[src/rtl/fip_32_div_seq.sv]
// Sequential signed Q16.16 divider: quot = (x << FRAC_BITS) / y, one quotient bit per clock.
// Restoring division on operand magnitudes, with saturation and divide-by-zero flagging.
module fip_32_div_seq #(
   parameter int unsigned WIDTH     = 32,
   parameter int unsigned FRAC_BITS = 16
) (
   input  logic             clk,
   input  logic             reset,
   input  logic             in_valid,
   output logic             in_ready,
   input  logic [WIDTH-1:0] x,
   input  logic [WIDTH-1:0] y,
   output logic             out_valid,
   input  logic             out_ready,
   output logic [WIDTH-1:0] quot,
   output logic             overflow,
   output logic             div_by_zero
);

   localparam int unsigned ITERS = WIDTH + FRAC_BITS;
   localparam int unsigned CW    = $clog2(ITERS + 1);
   localparam logic [WIDTH-1:0] MAX_POS = {1'b0, {(WIDTH-1){1'b1}}};
   localparam logic [WIDTH-1:0] MIN_NEG = {1'b1, {(WIDTH-1){1'b0}}};

   typedef enum logic [1:0] {IDLE, CALC, FIX, DONE} state_t;

   state_t             state, state_n;
   logic [CW-1:0]      cnt, cnt_n;
   logic [ITERS-1:0]   div_r, div_n;
   logic [WIDTH:0]     rem_r, rem_n;
   logic [WIDTH-1:0]   ymag, ymag_n;
   logic               sign_r, sign_n;
   logic               in_ready_n, out_valid_n, overflow_n, dbz_n;
   logic [WIDTH-1:0]   quot_n;

   logic [WIDTH-1:0]   x_abs, y_abs;
   logic [WIDTH:0]     rem_sh, rem_sub;

   // Magnitudes as unsigned: the most negative value maps to 2^(WIDTH-1) without wrapping.
   assign x_abs = x[WIDTH-1] ? (~x + WIDTH'(1)) : x;
   assign y_abs = y[WIDTH-1] ? (~y + WIDTH'(1)) : y;

   // Partial remainder always stays below |y|, so dropping the top bit on the shift is safe.
   assign rem_sh  = (WIDTH+1)'({rem_r, div_r[ITERS-1]});
   assign rem_sub = rem_sh - {1'b0, ymag};

   always_ff @(posedge clk) begin
      if (reset) begin
         state       <= IDLE;
         cnt         <= '0;
         div_r       <= '0;
         rem_r       <= '0;
         ymag        <= '0;
         sign_r      <= 1'b0;
         in_ready    <= 1'b1;
         out_valid   <= 1'b0;
         quot        <= '0;
         overflow    <= 1'b0;
         div_by_zero <= 1'b0;
      end else begin
         state       <= state_n;
         cnt         <= cnt_n;
         div_r       <= div_n;
         rem_r       <= rem_n;
         ymag        <= ymag_n;
         sign_r      <= sign_n;
         in_ready    <= in_ready_n;
         out_valid   <= out_valid_n;
         quot        <= quot_n;
         overflow    <= overflow_n;
         div_by_zero <= dbz_n;
      end
   end

   always_comb begin
      state_n     = state;
      cnt_n       = cnt;
      div_n       = div_r;
      rem_n       = rem_r;
      ymag_n      = ymag;
      sign_n      = sign_r;
      in_ready_n  = in_ready;
      out_valid_n = out_valid;
      quot_n      = quot;
      overflow_n  = overflow;
      dbz_n       = div_by_zero;

      case (state)
         IDLE: begin
            if (in_valid && in_ready) begin
               in_ready_n = 1'b0;
               sign_n     = x[WIDTH-1] ^ y[WIDTH-1];
               ymag_n     = y_abs;
               if (y == '0) begin
                  state_n     = DONE;
                  out_valid_n = 1'b1;
                  dbz_n       = 1'b1;
                  overflow_n  = 1'b1;
                  quot_n      = x[WIDTH-1] ? MIN_NEG : MAX_POS;
               end else begin
                  div_n   = {x_abs, {FRAC_BITS{1'b0}}};
                  rem_n   = '0;
                  cnt_n   = '0;
                  state_n = CALC;
               end
            end
         end

         // Dividend shifts out MSB-first while quotient bits shift in at the LSB.
         CALC: begin
            if (rem_sh >= {1'b0, ymag}) begin
               rem_n = rem_sub;
               div_n = {div_r[ITERS-2:0], 1'b1};
            end else begin
               rem_n = rem_sh;
               div_n = {div_r[ITERS-2:0], 1'b0};
            end
            cnt_n = cnt + CW'(1);
            if (cnt == CW'(ITERS - 1)) begin
               state_n = FIX;
            end
         end

         FIX: begin
            dbz_n       = 1'b0;
            overflow_n  = 1'b0;
            out_valid_n = 1'b1;
            state_n     = DONE;
            if (!sign_r) begin
               if (div_r > ITERS'(MAX_POS)) begin
                  quot_n     = MAX_POS;
                  overflow_n = 1'b1;
               end else begin
                  quot_n = div_r[WIDTH-1:0];
               end
            end else begin
               if (div_r > ITERS'(MIN_NEG)) begin
                  quot_n     = MIN_NEG;
                  overflow_n = 1'b1;
               end else begin
                  quot_n = -div_r[WIDTH-1:0];
               end
            end
         end

         DONE: begin
            if (out_ready) begin
               out_valid_n = 1'b0;
               in_ready_n  = 1'b1;
               state_n     = IDLE;
            end
         end

         default: state_n = IDLE;
      endcase
   end

endmodule

[config.mk]
export PLATFORM = sky130hd
export DESIGN_NAME = fip_32_div_seq
export DESIGN_NICKNAME = d
export VERILOG_FILES = /design/src/rtl/fip_32_div_seq.sv
export SDC_FILE = /design/constraint.sdc
export NUM_CORES = 1
export LEC_CHECK = 0
export CAP_MARGIN = 20
export CELL_PAD_IN_SITES_DETAIL_PLACEMENT = 0
export CELL_PAD_IN_SITES_GLOBAL_PLACEMENT = 1
export CORE_MARGIN = 2
export CORE_UTILIZATION = 24
export CTS_CLUSTER_SIZE = 25
export DETAILED_ROUTE_END_ITERATION = 10
export GPL_TIMING_DRIVEN = 0
export PLACE_DENSITY = 0.61
export SYNTH_ARGS = -nofsm -noshare
export SYNTH_HDL_FRONTEND = slang
export SYNTH_SLANG_ARGS = --single-unit
[constraint.sdc]
create_clock -name clk -period 6.19 [get_ports clk]
set_input_delay 1.857 -clock clk [delete_from_list [all_inputs] [get_ports clk]]
set_output_delay 1.857 -clock clk [all_outputs]
set_load 0.02 [all_outputs]
==> impl_metrics.py <==
metrics = {
    "clocking": {
        "ctsHoldBuffers": 0,
        "cts_max_path_buffers": 2,
        "insertion_delay_ns": 0.46,
        "numCtsBuffers": 17,
        "postCtsSetupBuffers": 0,
        "cts_sinks": 157,
        "htree_num_levels": 4,
        "ctsRootBufferMaster": "clkbuf_16",
        "clk_pin_slew_worst_paths_ns": 0.07,
        "cts_resized": 0,
        "cts_tree": "yes",
    },
    "sta": {
        "max_freq_ghz": 0.180,
        "setup_violations": 0,
        "rsz0062_at_grt": "no",
        "period_share_pct": 89.9,
        "setup_tns_ns": 0,
        "maxSlewViolCount": 0,
        "skew_ns": 0.0137,
        "hold_ws_ns": 0.469,
        "max_slew.worst_pin.slew_ns": 1.05,
        "hold_violations": 0,
        "final.min_clock_period_ns": 5.56,
        "slew_headroom_pct": 29.5,
    },
    "place": {
        "dpl.cell_count": 2050,
        "place_area_sq_mm": 0.0121,
        "port_buffers": 103,
        "dp_hpwl_um": 29000,
        "globalplace.congestion": 0.859,
    },
    "synth": {
        "synthXorXnorAreaFrac_pct": 7.84,
        "synth_top_area_cell": "dfxtp_1",
        "synthTopCellsByCount": "157 x dfxtp_1, 152 x nand2_1, 132 x nor2_1",
        "synth_area_per_cell_sq_um": 7.63,
        "yosys.area_share.simple_pct": 22.1,
        "synthesis.nets": 1472,
        "ys_seq_elements": 157,
        "synth_area_sq_mm": 0.0104,
        "synth_top_cell_area_share_pct": 30.3,
        "async_flop_share_pct": 0,
        "synth-main-ff-cell": "dfxtp_1",
        "post-synth-top-count-cell": "dfxtp_1",
        "synth_top_family_by_area": "compound AO/OA/AOI/OAI gates",
        "synth.area.top_cells": "dfxtp_1 30%, nand2_1 5.5%, a21oi_1 5.4%",
        "yosys_warnings": 0,
        "synth_enable_flop_cells": 0,
        "synthMuxAreaShare_pct": 2.89,
        "yosysSeqAreaShare_pct": 30.3,
        "synth-adder-area-share_pct": 5.13,
        "synth_compound_area_share_pct": 26.5,
        "syn-instance-count": 1362,
        "ys_types": 76,
    },
    "setup_path": {
        "crit_required_ns": 6.51,
        "crit_path_top_delay_cell": "nor4_1",
        "crit_top_cell": "or4_1",
        "cp-end-kind": "register",
        "crit_buf_inv": 1,
        "cp-start-kind": "input pin",
        "cp.arrival_ns": 5.89,
        "reg2reg_slack_ns": 2.05,
        "worstSetupPathType": "input pin to register",
        "crit_chain": "clkdlybuf4s50_1, or4_1, nor4_1, nand2b_1, or4_1, o21ai_0, a22oi_1, a21oi_1, nor3_1",
        "cp_slowest_stage_delay_ns": 0.70,
        "crit_fanout": 6,
        "crit_family": "simple AND/OR/NAND/NOR gates",
    },
    "global_routing": {
        "grt_usage_pct": 16.9,
        "antenna_found_initial": 1,
        "grt.overflow.total": 0,
        "grt_pass1_vias": 10031,
        "grt_pass1_wl_um": 58400,
        "grt_max_degree": 17,
    },
    "drt": {
        "wl_met3_um": 1560,
        "drc": 0,
        "met2_length_um": 17900,
        "routedWlPerCell_um": 18.0,
        "drtPass1Iterations": 5,
        "totalWireLength_um": 37400,
        "wl_met1_um": 17300,
        "dr_total_vias": 10360,
        "drtIter0Drc": 720,
        "post_drt_via_cell_ratio": 4.98,
        "top_layer_used": "met4",
        "final_antenna_net_count": 0,
    },
    "die": {
        "io_pins": 104,
        "rows": 76,
        "die_y_um": 212,
        "die_w_um": 212,
        "core-area_sq_mm": 0.0429,
        "initial_core_util_pct": 24.2,
        "die-area_sq_mm": 0.0450,
    },
    "layout": {
        "n_antenna_cell": 0,
        "syn2layout_area_growth_pct": 22.4,
        "fillers": 4730,
        "seq_area_sq_mm": 0.00314,
        "layoutNonFillerInstCount": 2082,
        "fin_area_sq_mm": 0.0127,
        "multiInputGateArea_sq_mm": 0.00669,
        "layout.nets": 1594,
        "drive_above_1_share_pct": 5.01,
    },
    "power": {
        "power.leakage_nw": 4.68,
        "sequentialPowerShare_pct": 25.3,
        "switchingPower_w": 0.00254,
        "powerDensity_mw_per_mm2": 423,
        "p_comb_share_pct": 55.1,
        "p_sw_share_pct": 47.2,
        "p_clk_share_pct": 19.6,
        "intPower_w": 0.00284,
        "vdd_drop_max_mv": 0.189,
    },
    "outcome": {
        "status": "complete, no violations",
    },
    "worst_hold_path": {
        "hold_path_class": "register to register",
    },
    "flow_run": {
        "cap_violations": 0,
    },
}
[layout make-up]
cell class / instances / area share, %
Buffer: 86 / 2.81
Clock buffer: 20 / 3.67
Clock inverter: 12 / 0.797
Inverter: 52 / 1.53
Multi-Input combinational cell: 1067 / 52.6
Sequential cell: 157 / 24.7
Tap cell: 585 / 5.76
Timing Repair Buffer: 103 / 8.11
[power by group through the flow]
stage                     sequential (W)  clock (W)  combinational [W]
after floorplan                  0.00138          0            0.00202
after global placement           0.00138          0            0.00297
after detailed placement         0.00138          0            0.00296
after CTS                        0.00136    0.00107            0.00298
after global routing             0.00139    0.00112            0.00329
final                            0.00136    0.00105            0.00297
[flip-flops by register name (all words and copies together), names as in the netlist, 2 cells and up]
register  count
cnt           6
div_r        48
quot         32
rem_r        32
state         2
ymag         32
[cells by family (layout without fill, tap and decap cells)]
family                     Yosys count  count (layout)
and+or+nand+nor                    483             483
AOI/OAI and AO/OA                  419             419
DFF                                157             157
buffers and inverters              138             273
xor gates and xnor gates            93              93
adders and majority gates           42              42
muxes                               30              30
[through the flow]
stage / power, W / setup slack, ns / util (%)
after floorplan: 0.00340 / 1.94 / -
after global placement: 0.00435 / -0.107 / 28.3
after detailed placement: 0.00434 / 0.0220 / 28.3
after CTS: 0.00541 / 0.484 / 29.7
after global routing: 0.00579 / 0.514 / 29.7
final: 0.00538 / 0.628 / 29.7
[worst reg2reg max path, cell delays in order, from the launching register on]
cell,delay (ns)
dfxtp_1,0.33
inv_1,0.05
ha_1,0.35
a21o_1,0.23
a221o_1,0.36
o21ai_0,0.72
a21oi_1,0.18
o21ai_1,0.58
and2_1,0.24
clkbuf_1,0.54
nor2_1,0.12
a221o_1,0.33
[layer usage]
metal / GRT usage (%) / vias up
met5: 0 / -
met1: 22.2 / 4911
met2: 28.4 / 211
met4: 5.00 / 0
li1: - / 5202
met3: 2.97 / 36
[worst paths after layout]
path | to | depth (start not counted) | startpoint
max | quot[30] | 9 | y[24]
max reg2reg | rem_r[26] | 11 | ymag[6]
min | div_r[42] | 2 | div_r[42]
min reg2reg | div_r[42] | 2 | div_r[42]
[placed cells by master (no fill, tap or decap), types with 8 or more instances in the layout]
cell type,n
a211oi_1,37
clkbuf_1,57
inv_1,51
nand3_1,37
nor2b_1,8
xnor2_1,36
nor4_1,15
o31ai_1,28
and3_1,10
a21o_1,22
o211ai_1,25
buf_1,10
or3_1,17
mux2i_1,30
dfxtp_1,157
o21ai_0,83
nor2_1,132
buf_2,15
nor3_1,41
xor2_1,57
nand2_1,152
nand4_1,11
a21oi_1,113
o41ai_1,10
nand2b_1,17
a22o_1,21
clkbuf_16,17
clkdlybuf4s50_1,103
o311ai_0,12
ha_1,41
or2_2,10
Power figures use the tool's default switching activity.
